File: config.mk
export PLATFORM = sky130hd
export DESIGN_NAME = alu_exec
export DESIGN_NICKNAME = d
export VERILOG_FILES = /design/src/rtl/alu_pkg.sv /design/src/rtl/alu_comb.sv /design/src/rtl/alu_exec.sv
export SDC_FILE = /design/constraint.sdc
export NUM_CORES = 1
export LEC_CHECK = 0
export ABC_CLOCK_PERIOD_IN_PS = 4610
export BUFFER_PORTS_ARGS = -buffer_cell sky130_fd_sc_hd__buf_2
export CORE_MARGIN = 2
export CORE_UTILIZATION = 40
export CTS_BUF_LIST = sky130_fd_sc_hd__clkbuf_4 sky130_fd_sc_hd__clkbuf_8 sky130_fd_sc_hd__clkbuf_16
export DETAILED_ROUTE_END_ITERATION = 6
export GPL_TIMING_DRIVEN = 1
export PLACE_DENSITY = 0.7
export SYNTH_ARGS = -nofsm -noshare
export SYNTH_HDL_FRONTEND = slang
export SYNTH_SLANG_ARGS = --single-unit
File: constraint.sdc
create_clock -name clk -period 4.61 [get_ports clk]
set_input_delay 0.461 -clock clk [delete_from_list [all_inputs] [get_ports clk]]
set_output_delay 0.461 -clock clk [all_outputs]
set_load 0.02 [all_outputs]
File: src/rtl/alu_pkg.sv
// Shared ALU control encoding and execute-unit state encoding.
// Imported by the ALU decoder and by alu_exec.
package alu_pkg;

   typedef enum logic [2:0] {
      ALU_ADD = 3'b000,
      ALU_SUB = 3'b001,
      ALU_AND = 3'b010,
      ALU_OR  = 3'b011,
      ALU_XOR = 3'b100,
      ALU_SLT = 3'b101,
      ALU_SLL = 3'b110,
      ALU_SRL = 3'b111
   } alu_op_t;

   typedef enum logic [1:0] {
      ST_IDLE  = 2'b00,
      ST_SHIFT = 2'b01,
      ST_HOLD  = 2'b10
   } alu_state_t;

   function automatic logic is_shift(input alu_op_t op);
      return (op == ALU_SLL) || (op == ALU_SRL);
   endfunction

endpackage

File: src/rtl/alu_comb.sv
// Combinational add/sub/logic/slt datapath.
// Shift codes are handled by the iterative shifter in alu_exec.
module alu_comb
   import alu_pkg::*;
#(
   parameter int WIDTH = 32
) (
   input  alu_op_t          op,
   input  logic [WIDTH-1:0] a,
   input  logic [WIDTH-1:0] b,
   output logic [WIDTH-1:0] res,
   output logic             ovf
);

   logic             use_sub;
   logic [WIDTH-1:0] b_eff;
   logic [WIDTH-1:0] sum;
   logic             ovf_raw;

   // slt reuses the subtractor; its sign is corrected by the overflow bit
   assign use_sub = (op == ALU_SUB) || (op == ALU_SLT);
   assign b_eff   = use_sub ? ~b : b;
   assign sum     = a + b_eff + WIDTH'(use_sub);
   assign ovf_raw = (a[WIDTH-1] == b_eff[WIDTH-1]) && (sum[WIDTH-1] != a[WIDTH-1]);

   always_comb begin
      res = a;
      ovf = 1'b0;
      case (op)
         ALU_ADD, ALU_SUB: begin
            res = sum;
            ovf = ovf_raw;
         end
         ALU_AND: res = a & b;
         ALU_OR:  res = a | b;
         ALU_XOR: res = a ^ b;
         ALU_SLT: res = {{(WIDTH-1){1'b0}}, sum[WIDTH-1] ^ ovf_raw};
         default: res = a;
      endcase
   end

endmodule

File: src/rtl/alu_exec.sv
// Registered ALU execute unit: valid/ready in, valid/ready out,
// single-cycle logic/arith ops and 1-bit-per-cycle iterative shifts.
//
// state    | meaning
// ---------+----------------------------------------------
// ST_IDLE  | no operation in flight
// ST_SHIFT | shift iterating, counter holds remaining steps
// ST_HOLD  | result valid, waiting for the consumer
module alu_exec
   import alu_pkg::*;
#(
   parameter int WIDTH = 32
) (
   input  logic             clk,
   input  logic             reset_n,
   input  logic             in_valid,
   output logic             in_ready,
   input  logic [2:0]       alu_control,
   input  logic [WIDTH-1:0] src_a,
   input  logic [WIDTH-1:0] src_b,
   output logic             out_valid,
   input  logic             out_ready,
   output logic [WIDTH-1:0] result,
   output logic             zero,
   output logic             overflow
);

   localparam int SHW = $clog2(WIDTH);

   alu_state_t       state;
   logic [SHW-1:0]   cnt;
   logic             shift_left;
   alu_op_t          op_in;
   logic [SHW-1:0]   shamt_in;
   logic [WIDTH-1:0] comb_res;
   logic             comb_ovf;
   logic [WIDTH-1:0] shifted;
   logic             accept;

   assign op_in    = alu_op_t'(alu_control);
   assign shamt_in = src_b[SHW-1:0];
   assign in_ready = reset_n && ((state == ST_IDLE) || ((state == ST_HOLD) && out_ready));
   assign accept   = in_valid && in_ready;
   // the result register doubles as the shifter working register
   assign shifted  = shift_left ? {result[WIDTH-2:0], 1'b0} : {1'b0, result[WIDTH-1:1]};

   alu_comb #(.WIDTH(WIDTH)) u_alu_comb (
      .op  (op_in),
      .a   (src_a),
      .b   (src_b),
      .res (comb_res),
      .ovf (comb_ovf)
   );

   always_ff @(posedge clk or negedge reset_n) begin
      if (!reset_n) begin
         state      <= ST_IDLE;
         out_valid  <= 1'b0;
         result     <= '0;
         zero       <= 1'b0;
         overflow   <= 1'b0;
         cnt        <= '0;
         shift_left <= 1'b0;
      end else begin
         case (state)
            ST_IDLE, ST_HOLD: begin
               if (accept) begin
                  if (is_shift(op_in)) begin
                     result     <= src_a;
                     overflow   <= 1'b0;
                     cnt        <= shamt_in;
                     shift_left <= (op_in == ALU_SLL);
                     if (shamt_in == '0) begin
                        zero      <= (src_a == '0);
                        out_valid <= 1'b1;
                        state     <= ST_HOLD;
                     end else begin
                        out_valid <= 1'b0;
                        state     <= ST_SHIFT;
                     end
                  end else begin
                     result    <= comb_res;
                     zero      <= (comb_res == '0);
                     overflow  <= comb_ovf;
                     out_valid <= 1'b1;
                     state     <= ST_HOLD;
                  end
               end else if (state == ST_HOLD && out_ready) begin
                  out_valid <= 1'b0;
                  state     <= ST_IDLE;
               end
            end
            ST_SHIFT: begin
               result <= shifted;
               cnt    <= cnt - SHW'(1);
               if (cnt == SHW'(1)) begin
                  zero      <= (shifted == '0);
                  out_valid <= 1'b1;
                  state     <= ST_HOLD;
               end
            end
            default: begin
               out_valid <= 1'b0;
               state     <= ST_IDLE;
            end
         endcase
      end
   end

endmodule
After elaboration in Yosys (flattened, before gate mapping)
Cells that the tools add are included.
W data, S select, Z words.

cells by class
  eq/ne operators = 17
  bitwise operators = 5
  $add $sub $neg = 3
  muxes and demuxes = 28
  reduce and logical (&&, ||, !) cells = 22

operators by type and width
  kind                   count
  $pmux W32 S5           1
  $mux W32               4
  $logic_not A32 Y1      3
  $pmux W32 S2           1
  $add A32 B1 Y32        1
  $add A32 B32 Y32       1
  $and A32 B32 Y32       1
  $not A32 Y32           1
  $or A32 B32 Y32        1
  $xor A32 B32 Y32       1
  $eq A3 B3 Y1 const B   4
  $mux W1                11
  $mux W2                5
  $mux W5                2
  $pmux W5 S2            1
  $eq A3 B2 Y1 const B   2
  $ne A2 B2 Y1 const B   3
  $ne A3 B3 Y1 const B   2
  $reduce_and A2 Y1      3
  $reduce_and A3 Y1      2
  $eq A5 B1 Y1 const B   1
  $logic_not A5 Y1       1
  $sub A5 B1 Y5 const B  1
  $logic_and A1 B1 Y1    4
  14 further kinds       18

word-level totals
  register bits = 43
  input port bits = 71
  output and inout bits = 36
  logic and storage cells = 82

Longest topological paths before layout
  depth after elaboration = 13
  depth in mapped cells = 17
  mapped depth without buffers = 14

Modules after synthesis
From an unflattened synthesis, not the netlist that was laid out.

unflattened totals
  cells, all modules = 935
  area, all modules = 7186.9 µm²

modules (own cells, without submodules)
  module    area each (µm²)  cells each  instances  seq. area each (µm²)
  alu_comb  4200.3           622         1          0.0
  alu_exec  2986.6           313         1          1051.0

Worst setup path before layout
Ideal clock, no wire load.

  path type = input to register
  start point = input port alu_control[1]
  end point = register zero
  path slack = -0.058 ns
  data arrival time = 4.564 ns
  library setup time = 0.103 ns
  stages = 16
  cell sequence = clkbuf_1 > inv_1 > nand2_1 > buf_1 > xnor2_1 > ha_1 > a211oi_2 > o21a_1 > or4_4 > a31oi_4 > nand3_1 > a31oi_1 > xor2_1 > mux4_2 > or4_4 > o41ai_2

between the ends
  cells in the longest elaborated chain, start to end = 13

ends and longest elaborated chain
  element                                              line                            source
  start: declaration                                   alu_exec.sv:18                  input logic [2:0] alu_control,
  $eq A3 B1 Y1 / $eq A3 B3 Y1 (equally long branches)  alu_comb.sv:21, alu_comb.sv:29
  $logic_or A1 B1 Y1                                   alu_comb.sv:21                  assign use_sub = (op == ALU_SUB) || (op == ALU_SLT);
  $mux W32                                             alu_comb.sv:22                  assign b_eff = use_sub ? ~b : b;
  $add A32 B32 Y32                                     alu_comb.sv:23                  assign sum = a + b_eff + WIDTH'(use_sub);
  $add A32 B1 Y32                                      alu_comb.sv:23
  $ne A1 B1 Y1                                         alu_comb.sv:24                  assign ovf_raw = (a[WIDTH-1] == b_eff[WIDTH-1]) && (sum[WIDTH-1] != a[WIDTH-1]);
  $logic_and A1 B1 Y1                                  alu_comb.sv:24
  $xor A1 B1 Y1                                        alu_comb.sv:37                  ALU_SLT: res = {{(WIDTH-1){1'b0}}, sum[WIDTH-1] ^ ovf_raw};
  $pmux W32 S5                                         alu_comb.sv:29                  case (op)
  $logic_not A32 Y1                                    alu_exec.sv:83                  zero <= (comb_res == '0);
  $mux W1                                              alu_exec.sv:68                  if (is_shift(op_in)) begin
  $mux W1                                              alu_exec.sv:67                  if (accept) begin
  $pmux W1 S2                                          alu_exec.sv:65                  case (state)
  end signal: assignment                               alu_exec.sv:74                  zero <= (src_a == '0);
  end signal: assignment                               alu_exec.sv:83
  end signal: assignment                               alu_exec.sv:97                  zero <= (shifted == '0);
  end: declaration                                     alu_exec.sv:24                  output logic zero,

Parallel ways exist; a longest one is shown, timed or not. The select of a mux whose other input is x is not followed.
A chain may end at the register's enable or synchronous reset.

Worst setup path in the final report
Same ends and word-level chain as after synthesis.

==> load_flow_metrics.sql <==
INSERT INTO impl_metrics (metric_group, metric, value, unit) VALUES
('detailed_routing', 'drtIter0Drc', '639', ''),
('worst_setup_path', 'critical_path.endpoint_type', 'flop', ''),
('yosys', 'post_synthesis_share_of_cell_area_spent_on_full_adders_half_adders_and_majority_gates', '17.87', '%'),
('timing', 'finalWorstSetupSlack', '0.5085', 'ns'),
('placement', 'dpl.cell_count', '1208', ''),
('layout', 'mostFrequentLayoutCell', 'buf_2', ''),
('worst_setup_path', 'critical_path.n_buffers_inverters', '3', ''),
('layout', 'finish.net_count', '1163', ''),
('timing', 'worstMarginPinSlew', '0.6933', 'ns'),
('power', 'max-vdd-ir-drop', '0.0003751', 'V'),
('detailed_routing', 'met1_length', '10.49', 'mm'),
('placement', 'postPlaceCellArea', '0.007705', 'mm2'),
('timing', 'holdWs', '0.3243', 'ns'),
('worst_setup_path', 'crit_path_max_incr_delay', '0.55', 'ns'),
('worst_setup_path', 'minimum_setup_slack_among_reg_to_reg_paths', '1.57', 'ns'),
('detailed_routing', 'drt-vias-per-instance', '6.082', ''),
('layout', 'most-common-layout-cells', 'buf_2, ha_1, nor2_1', ''),
('grt', 'grt_util_all_layers', '25.96', '%'),
('clocking', 'clk_root_buffer_cell', 'clkbuf_16', ''),
('layout', 'fin_cells', '1216', ''),
('timing', 'rsz_0062_raised_after_global_routing', 'no', ''),
('worst_setup_path', 'start_kind', 'primary input', ''),
('timing', 'slew_headroom', '53.29', '%'),
('power', 'pwr_per_cell_area', '378.0', 'mW/mm2'),
('worst_setup_path', 'r2r-end', 'zero', ''),
('worst_setup_path', 'cp_max_fo', '15', ''),
('clocking', 'tritoncts', 'done', ''),
('hold_path', 'hold_path.class', 'in2async', ''),
('yosys', 'synth_sequential_area_ratio', '15.38', '%'),
('layout', 'drive_above_1_share', '17.27', '%'),
('yosys', 'synth-compound-area-share', '30.01', '%'),
('grt', 'antenna_found_initial', '0', ''),
('worst_setup_path', 'worst_path_depth', '15', ''),
('yosys', 'postSynthRegisterBits', '42', ''),
('detailed_routing', 'dr_wl_met2', '10.43', 'mm'),
('detailed_routing', 'remaining_drc_errors', '0', ''),
('layout', 'area_of_combinational_cells_with_multiple_inputs', '0.005323', 'mm2'),
('yosys', 'post_synth_instance_area', '0.006833', 'mm2'),
('clocking', 'cts_setup_buffers', '0', ''),
('yosys', 'synth_top_family_by_area', 'compound AO/OA/AOI/OAI gates', ''),
('detailed_routing', 'dr.max_layer_used', 'met4', ''),
('yosys', 'synth-warning-count', '0', ''),
('worst_setup_path', 'crit_top_cell', 'or4_4', ''),
('detailed_routing', 'routed_wl', '23.49', 'mm'),
('layout', 'diodes', '0', ''),
('grt', 'global_route.overflow_total', '0', ''),
('detailed_routing', 'drt-pass1-iter-count', '6', ''),
('grt', 'largest_net_degree_at_the_start_of_global_routing', '55', ''),
('timing', 'fin_crit', '4.101', 'ns'),
('clocking', 'tritoncts.num_buffers', '5', ''),
('worst_setup_path', 'crit_slowest_cell', 'or4_4', ''),
('floorplan', 'io-pin-count', '107', ''),
('placement', 'hpwlAfterDp', '18.55', 'mm'),
('yosys', 'synth.avg_cell_area', '7.609', 'um2'),
('timing', 'fin_skew', '0.006179', 'ns'),
('placement', 'place_worst_setup_slack', '0.2333', 'ns'),
('clocking', 'largest_buffer_count_on_any_clock_path', '2', ''),
('run_status', 'run_status', 'finished, final reports clean', ''),
('yosys', 'synth.top_cells.by_area', 'ha_1, dfrtp_1, xnor2_1', ''),
('floorplan', 'design.die.area', '0.01814', 'mm2'),
('yosys', 'yosysUniqueCellTypes', '75', ''),
('timing', 'period_utilisation_layout', '88.97', '%'),
('detailed_routing', 'via_count', '7396', ''),
('placement', 'placement.io_buffers', '106', ''),
('worst_setup_path', 'worstPathRequired', '4.81', 'ns'),
('timing', 'maxSlewViolCount', '0', ''),
('detailed_routing', 'wl_per_cell', '19.32', 'um'),
('grt', 'grt_pass1_vias', '6831', ''),
('grt', 'grt_pass1_wl', '37.47', 'mm'),
('yosys', 'synth-edff-count', '0', ''),
('yosys', 'yosys-mux-area-fraction', '5.530', '%');
==> state kept, by name (all words and copies together), names as in the netlist <==
register	cells
result	32
cnt	5
out_valid	1
overflow	1
shift_left	1
state	1
zero	1
==> worst max path at each step <==
stage | start | end
6_report | alu_control[1] | zero
5_1_grt | alu_control[1] | zero
4_1_cts | alu_control[1] | zero
3_5_place_dp | alu_control[1] | zero
3_3_place_gp | alu_control[1] | zero
2_1_floorplan | alu_control[1] | zero
==> report_power, final <==
part | internal [mW] | total (mW) | switching, mW
logic | 0.730 | 1.81 | 1.08
registers | 0.537 | 0.769 | 0.232
clock network | 0.253 | 0.400 | 0.147
total | 1.52 | 2.97 | 1.45
==> final cells by class <==
type / instances / share of cell area, %
Tap cell: 220 / 3.498
Multi-Input combinational cell: 734 / 67.63
Clock inverter: 3 / 0.5087
Timing Repair Buffer: 140 / 9.984
Clock buffer: 5 / 1.590
Inverter: 72 / 3.434
Sequential cell: 42 / 13.35
==> cell usage after synthesis, types with 8 or more instances <==
cell type	number
clkbuf_1	33
xor2_1	9
nand4_1	17
o221ai_1	11
nor2_1	75
inv_1	71
a31oi_1	12
a221o_1	20
nand3_1	15
nor3_1	13
xnor2_1	41
nor2b_1	11
nand2_1	68
o211ai_1	8
ha_1	96
o22ai_1	14
a21oi_1	65
o21ai_0	68
mux2i_1	31
a22oi_1	25
a211oi_1	15
buf_1	12
nor4_1	15
dfrtp_1	42
==> worst register-to-register path, delay by kind of cell (launching register included) <==
kind | cells | cell delay, ns
buffers and inverters | 1 | 0.08
flip-flops | 1 | 0.40
AND/OR/NAND/NOR | 5 | 1.07
adder cells (fa/ha/maj) | 1 | 0.14
AO/OA/AOI/OAI | 4 | 1.25
==> cells by family (layout without fill, tap and decap cells) <==
logic type               count (synthesis)  after routing
AO/OA/AOI/OAI                          300            300
XOR/XNOR                                50             50
buffers and inverters                  122            220
flip-flops                              42             42
adder cells (fa/ha/maj)                 97             97
multiplexers                            35             35
AND/OR/NAND/NOR                        252            252
==> metal layers <==
metal / up-vias / GRT usage, %
met5: - / 0
met4: 0 / 8.421
met3: 36 / 3.979
met2: 336 / 40.16
met1: 3500 / 36.97
li1: 3524 / -
==> stage by stage <==
stage,utilization (%),power [mW]
detailed placement,46.30,2.552
finish,47.29,2.975
floorplan,-,1.965
global route,47.29,3.196
global placement,46.30,2.528
CTS,47.29,2.958
Note: power is estimated with default switching activity, not from simulation.
